--- config.mk ---
export PLATFORM = sky130hd
export DESIGN_NAME = id_stage
export DESIGN_NICKNAME = d
export VERILOG_FILES = /design/src/rtl/id_stage.sv
export SDC_FILE = /design/constraint.sdc
export NUM_CORES = 2
export LEC_CHECK = 0
export ABC_AREA = 0
export BUFFER_PORTS_ARGS = -buffer_cell sky130_fd_sc_hd__buf_2
export CAP_MARGIN = 20
export CORE_MARGIN = 2
export CORE_UTILIZATION = 30
export CTS_CLUSTER_SIZE = 28
export DETAILED_ROUTE_END_ITERATION = 8
export SETUP_SLACK_MARGIN = 0.05
export SLEW_MARGIN = 10
export SYNTH_ARGS = -nofsm -noshare
export SYNTH_HDL_FRONTEND = slang
export SYNTH_SLANG_ARGS = --single-unit
--- constraint.sdc ---
create_clock -name clk -period 4.3 [get_ports clk]
set_clock_uncertainty 0.2 [all_clocks]
set_input_delay 0.86 -clock clk [delete_from_list [all_inputs] [get_ports clk]]
set_output_delay 0.86 -clock clk [all_outputs]
set_load 0.05 [all_outputs]
--- src/rtl/id_stage.sv ---
// id_stage: RV32 decode stage with IF/ID and ID/EX registers, register file, load-use stall and halt
// Optional feature macro: ID_FORWARD_EN bypasses same-cycle writeback data onto the read ports.
// Ports: clk, rst_n (async, active-low); inst/if_pc from fetch; taken flushes younger work;
//        wb_we/wb_rd/wb_data writeback; stall/halting back to fetch; ex_* are the ID/EX register.
module id_stage #(
  parameter logic [31:0] NOP_INST = 32'h0000_0013
) (
  input  logic        clk,
  input  logic        rst_n,
  input  logic [31:0] inst,
  input  logic [9:0]  if_pc,
  input  logic        taken,
  input  logic        wb_we,
  input  logic [4:0]  wb_rd,
  input  logic [31:0] wb_data,
  output logic        stall,
  output logic        halting,
  output logic        ex_valid,
  output logic [9:0]  ex_pc,
  output logic [31:0] ex_rs1_data,
  output logic [31:0] ex_rs2_data,
  output logic [31:0] ex_imm,
  output logic [4:0]  ex_rs1,
  output logic [4:0]  ex_rs2,
  output logic [4:0]  ex_rd,
  output logic [6:0]  ex_opcode,
  output logic [2:0]  ex_funct3,
  output logic        ex_funct7b5
);
  localparam logic [31:0] EBREAK = 32'h0010_0073;
  typedef struct packed {
    logic        valid;
    logic [9:0]  pc;
    logic [31:0] a, b, imm;
    logic [4:0]  rs1, rs2, rd;
    logic [6:0]  opcode;
    logic [2:0]  funct3;
    logic        funct7b5;
  } ex_t;
  logic [31:0] fd_inst;
  logic [9:0]  fd_pc;
  logic        fd_valid;
  logic [31:0] regs [32];
  logic [4:0]  rs1, rs2, rd;
  logic [6:0]  opcode;
  logic [31:0] imm, rs1_data, rs2_data;
  logic        hazard;
  ex_t         ex_q, ex_d;
  assign opcode = fd_inst[6:0];
  assign rs1    = fd_inst[19:15];
  assign rs2    = fd_inst[24:20];
  // stores and branches have no destination; keep them invisible to hazard/writeback logic
  assign rd     = (opcode == 7'b0100011 || opcode == 7'b1100011) ? 5'd0 : fd_inst[11:7];
  always_comb begin
    imm = '0;
    case (opcode)
      7'b0000011, 7'b0010011, 7'b1100111, 7'b1110011:
        imm = {{20{fd_inst[31]}}, fd_inst[31:20]};
      7'b0100011: imm = {{20{fd_inst[31]}}, fd_inst[31:25], fd_inst[11:7]};
      7'b1100011: imm = {{19{fd_inst[31]}}, fd_inst[31], fd_inst[7], fd_inst[30:25], fd_inst[11:8], 1'b0};
      7'b0110111, 7'b0010111: imm = {fd_inst[31:12], 12'b0};
      7'b1101111: imm = {{11{fd_inst[31]}}, fd_inst[31], fd_inst[19:12], fd_inst[20], fd_inst[30:21], 1'b0};
      default: imm = '0;
    endcase
  end
`ifdef ID_FORWARD_EN
  assign rs1_data = (rs1 == 5'd0) ? '0 : (wb_we && wb_rd == rs1) ? wb_data : regs[rs1];
  assign rs2_data = (rs2 == 5'd0) ? '0 : (wb_we && wb_rd == rs2) ? wb_data : regs[rs2];
`else
  assign rs1_data = (rs1 == 5'd0) ? '0 : regs[rs1];
  assign rs2_data = (rs2 == 5'd0) ? '0 : regs[rs2];
`endif
  always_ff @(posedge clk)
    if (wb_we && wb_rd != 5'd0) regs[wb_rd] <= wb_data;
  assign hazard = ex_q.valid && ex_q.opcode == 7'b0000011 && ex_q.rd != 5'd0 && fd_valid &&
                  (ex_q.rd == rs1 || ex_q.rd == rs2);
  // a flush discards the dependent instruction, so fetch must not be held by it
  assign stall = hazard && !taken;
  assign ex_d = {fd_valid, fd_pc, rs1_data, rs2_data, imm, rs1, rs2, rd, opcode, fd_inst[14:12], fd_inst[30]};
  assign {ex_valid, ex_pc, ex_rs1_data, ex_rs2_data, ex_imm, ex_rs1, ex_rs2, ex_rd,
          ex_opcode, ex_funct3, ex_funct7b5} = ex_q;
  // priority: flush, then halt freeze, then load-use bubble, then normal advance
  always_ff @(posedge clk or negedge rst_n)
    if (!rst_n) begin
      fd_inst  <= NOP_INST;
      fd_pc    <= '0;
      fd_valid <= 1'b0;
      ex_q     <= '0;
      halting  <= 1'b0;
    end else if (taken) begin
      fd_inst  <= NOP_INST;
      fd_valid <= 1'b0;
      ex_q     <= '0;
    end else if (!halting) begin
      if (hazard) ex_q <= '0;
      else begin
        ex_q     <= ex_d;
        halting  <= fd_valid && fd_inst == EBREAK;
        fd_inst  <= inst;
        fd_pc    <= if_pc;
        fd_valid <= 1'b1;
      end
    end
endmodule

Word level (Yosys, flattened, before mapping)

Memory sizes are Yosys's and may differ from the RTL's.
Cells that the tools add are included.

Register bits: 177
Bits in latches: 0
RAM bits: 1024
Bits in read-only memories: 0
Bits of input ports: 83
Output and inout port bits: 135
Logic and storage cells: 69
Memories kept: 1

Add/sub/neg operators: 0
$mul: 0
Div/mod/pow operators: 0
$lt $le $gt $ge: 0
Equal/unequal tests: 15
Shifts and indexed selects: 0
Multiplexer cells: 17
Bitwise logic cells: 3
Reductions and logical operators: 18

Memory list:

| memory | words | width | rd ports | clocked after Yosys merged registers in | wr ports | RTL line | text |
|---|---|---|---|---|---|---|---|
| regs   | 32    | 32    | 2        | 0                                       | 1        | 43       | `logic [31:0] regs [32];` |

Operator list:

| cell                 | number |
|---|---|
| $mux 133             | 3 |
| $mux 32              | 5 |
| $pmux 32 s5          | 1 |
| $eq 32x21->1 const B | 1 |
| $eq 7x7->1 const B   | 4 |
| $eq 7x2->1 const B   | 2 |
| $eq 7x5->1 const B   | 2 |
| $eq 7x6->1 const B   | 2 |
| $eq 5x5->1           | 2 |
| $logic_not 5->1      | 2 |
| $reduce_bool 5->1    | 2 |
| $logic_and 1x1->1    | 7 |
| $mux 1               | 7 |
| $mux 5               | 1 |
| $ne 2x2->1 const B   | 2 |
| $reduce_or 4->1      | 1 |
| $not 1->1            | 3 |
| $reduce_and 3->1     | 1 |
| $logic_or 1x1->1     | 2 |
| $reduce_and 2->1     | 1 |
| $reduce_or 2->1      | 1 |
| $logic_not 1->1      | 1 |

Logic depth before layout (Yosys ltp)

Depth in word-level cells: 8
Gate-level depth with buffers: 9
Gate-level depth less buffers: 5

Least setup slack after synthesis

OpenSTA, ideal clock, no wires.

Path type: input port to flip-flop
From: in wb_rd[1]
To: mem regs[28][0], enable pin
Library setup time: 0.421 ns
Arrival: 2.681 ns
Data required time: 3.679 ns
Path slack: 0.998 ns
Stages on the path: 3
Buffers on the path: 1
Cells stage by stage: or2_2 -> clkbuf_1 -> nor2_1

Longest elaborated chain between the ends: 4

RTL lines:

| item                         | RTL line | text |
|---|---|---|
| from (decl)                  | 14       | `input logic [4:0] wb_rd,` |
| $reduce_bool 5->1            | 74       | `if (wb_we && wb_rd != 5'd0) regs[wb_rd] <= wb_data;` |
| $logic_and 1x1->1            | 74       |  |
| $mux 1                       | 74       |  |
| $mux 1 (not written as such) | 74       |  |
| to (decl)                    | 43       |  |

Parallel ways exist; a longest one is shown, timed or not.

Worst setup path in the final report

From: reg fd_inst[15]
To: out stall

Longest elaborated chain between the ends: 4

RTL lines:

| item                   | RTL line | text |
|---|---|---|
| from (decl)            | 40       | `logic [31:0] fd_inst;` |
| from (signal assigned) | 99       | `fd_inst <= inst;` |
| $eq 5x5->1             | 76       | `(ex_q.rd == rs1 \|\| ex_q.rd == rs2);` |
| $logic_or 1x1->1       | 76       |  |
| $logic_and 1x1->1      | 75       | `assign hazard = ex_q.valid && ex_q.opcode == 7'b0000011 && ex_q.rd != 5'd0 && fd_valid &&` |
| $logic_and 1x1->1      | 78       | `assign stall = hazard && !taken;` |
| to (decl)              | 16       | `output logic stall,` |

Every way passes these cells.

==> out/qor.yml <==
ys_warn_count: 0
fin_crit_ns: 3.97
fp.dieH_um: 428
crit_path_max_incr_delay_ns: 0.66
hold_class: "in2reg"
dp_hpwl_mm: 95.0
slew_viol_final: 0
pin_count: 218
fillers: 16571
place.gp.congestion: 0.811
reg2reg_depth: 6
clock.fmax_ghz: 0.252
synth_seq_cells: 1201
r2r_slack_ns: 1.10
async_flop_share: 0.147
nNetsFinal: 3108
worstSetupPathType: "reg2out"
port_buffers: 217
dr_total_vias: 31200
cts_buffers: 130
worst_r2r_startpoint: "fd_inst[15]$_DFFE_PN0P_"
synth_top_area_cell: "edfxtp_1"
netlist_top_cells_count: "edfxtp_1 (1024), mux4_2 (512), dfrtp_1 (174)"
clk_latency_ns: 0.76
synth.most_common_cell: "edfxtp_1"
hold_path_end: "fd_inst[17]$_DFFE_PN0P_"
worst_pin_slew_ns: 1.20
syn_area_per_cell_um2: 19.4
yosys.cell_types.count: 53
grt_pass1_vias: 31464
drive_above_1_share: 0.353
setup-violations-final: 0
rsz0062_at_grt: "false"
max_cap_violations: 0
track_usage: 0.181
num_rows: 155
syn_inst: 2772
cts_tree: "built"
initial_core_util: 0.302
yosysTopAreaCellShare: 0.571
first_pass_iters: 5
wl_per_cell_um: 30.8
area_growth_syn_to_layout_pct: 16.2
postRouteAntennaNets: 0
period_share: 0.923
final_hold_viol_count: 0
worstHoldPathCells: 2
drt_iter0_markers: 4186
syn_area_um2: 53900
p_per_area_nw_per_um2: 429
tns_ns: 0
grt.overflow.total: 0
cp_data_required_time_ns: 3.24
drc: 0
setup_ws_ns: 0.331
crit_chain: "xor2_1, nor3_1, a22oi_1, or2_2, nor2_1, buf_2"
drt_wl_total_mm: 169
htreeDepth: 4
critPathSlowestCell: "dfrtp_4"
post-place-ws_ns: 1.12
status: "finished clean"
r2r_end: "ex_rd[3]$_DFFE_PN0N_"
vias_per_cell: 5.69
min_from: "inst[17]"
clk_pin_slew_ns: 0.06
cts_buffer_depth: 3
cp-start-kind: "flip-flop"
antenna_found_initial: 18
p_leak_nw: 20.3
grt_pass1_wl_mm: 238
clock-root-buffer: "clkbuf_16"
slew_headroom: 0.201
synth-edff-count: 1024
ys.flop_type: "edfxtp_1"
chipWidth_um: 428
ir_worst_vdd_mv: 0.426
yosys-top-cells-area: "edfxtp_1 (57%), mux4_2 (21%), dfrtp_1 (8.1%)"
grt_max_degree: 134
critPathArrivalTime_ns: 2.91
seq_area_frac_synth: 0.653
core_um2: 178000
path_max_fanout: 15
whs_ns: 0.116
end_kind: "output pin"
dieArea_um2: 183000
cts.sinks: 1201
[how the worst max path moves through the flow]
| stage | from | end | slack, ns | depth (start not counted) |
|---|---|---|---|---|
| detailed placement | fd_inst[15]$_DFFE_PN0P_ | stall | 1.12 | 6 |
| global placement | fd_inst[15]$_DFFE_PN0P_ | stall | 1.12 | 6 |
| CTS | fd_inst[15]$_DFFE_PN0P_ | stall | 0.27 | 6 |
| finish | fd_inst[15]$_DFFE_PN0P_ | stall | 0.33 | 6 |
| floorplan | wb_rd[1] | regs[28][0]$_DFFE_PP_ | 1.0 | 3 |
| global route | fd_inst[15]$_DFFE_PN0P_ | stall | 0.20 | 6 |
[sequential cells by signal (all words and copies together), names as in the netlist]
signal and flops:
regs 1024, ex_imm 32, ex_rs1_data 32, ex_rs2_data 32
fd_inst 32, ex_pc 10, fd_pc 10, ex_opcode 7
ex_rd 5, ex_rs1 5, ex_rs2 5, ex_funct3 3
ex_funct7b5 1, ex_valid 1, fd_valid 1, halting 1
[power breakdown]
part	switching (mW)	internal [mW]	total (mW)
clock	4.62	6.76	11.4
combinational	1.48	0.884	2.36
sequential	0.203	12.9	13.1
total	6.30	20.5	26.8
[cells in the final DEF, fill, tap and decap left out, drive strengths merged, types with 2 or more instances in the layout]
master	netlist	layout
and3b	3	3
clkinvlp	0	4
o31ai	91	91
nor4	7	7
xor2	11	11
a221o	64	64
a22o	96	96
o21ai	4	4
nor2b	6	6
nor3b	3	3
clkinv	0	29
clkbuf	111	179
nand2	102	102
a32o	40	40
a31o	2	2
nor3	7	7
nor2	111	111
dfrtp	174	174
inv	3	9
buf	127	326
mux4	512	512
mux2	10	10
diode	0	4
dfstp	3	3
edfxtp	1024	1024
a22oi	13	13
a2bb2oi	3	3
nand4	3	3
bufinv	0	13
nand2b	4	4
conb	1	32
nor4b	2	2
a21oi	17	17
or2	5	5
nand3	8	8
mux2i	129	129
o22ai	64	64
and3	3	3
[area by class of cell]
| type | count | area (µm²) | share of cell area |
|---|---|---|---|
| antenna | 4 | 10.0 | 0.000160 |
| clock inverter | 52 | 616 | 0.00983 |
| multi-input combinational | 1361 | 17900 | 0.286 |
| timing repair buffer | 328 | 2260 | 0.0360 |
| tap | 2355 | 2950 | 0.0471 |
| clock buffer | 178 | 3670 | 0.0587 |
| sequential | 1201 | 35200 | 0.562 |
| inverter | 3 | 11.3 | 0.000180 |
[cell families (layout without fill, tap and decap cells)]
group / count (synthesis) / in the layout / share of synthesized area
DFF: 1201 / 1201 / 0.653
muxes: 651 / 651 / 0.240
AOI/OAI and AO/OA: 400 / 400 / 0.0606
and+or+nand+nor: 267 / 267 / 0.0214
buffers and inverters: 241 / 561 / 0.0233
xor gates and xnor gates: 11 / 11 / 0.00179
other: 1 / 36 / 0.0000696
[layer usage]
metal	vias up	GRT usage	routed length, µm
met5	-	0	75
met4	12	0.0566	4420
met3	260	0.0376	16300
met2	1728	0.284	79400
met1	16806	0.252	68400
li1	12394	-	-
[worst max-delay path, delay by kind of cell (launching register included)]
family	cells	cell delay [ns]
XOR/XNOR	1	0.22
buffers and inverters	1	0.29
AO/OA/AOI/OAI	1	0.24
flip-flops	1	0.66
AND/OR/NAND/NOR	3	0.74
[timing repair]
item                      CTS  global route
hold buffers                1             0
hold endpoints to repair   73             0
setup buffers               0             0
gates resized for setup     0             0
[per-stage QoR]
stage / total power, mW / cell area, µm² / std cells / util
floorplan: 14.8 / 54000 / 2803 / -
global placement: 15.7 / 58300 / 5247 / 0.327
detailed placement: 15.7 / 58300 / 5247 / 0.327
CTS: 27.0 / 62600 / 5478 / 0.351
global route: 27.6 / 62600 / 5481 / 0.351
finish: 26.8 / 62600 / 5482 / 0.351
(Power assumes the default switching activity.)
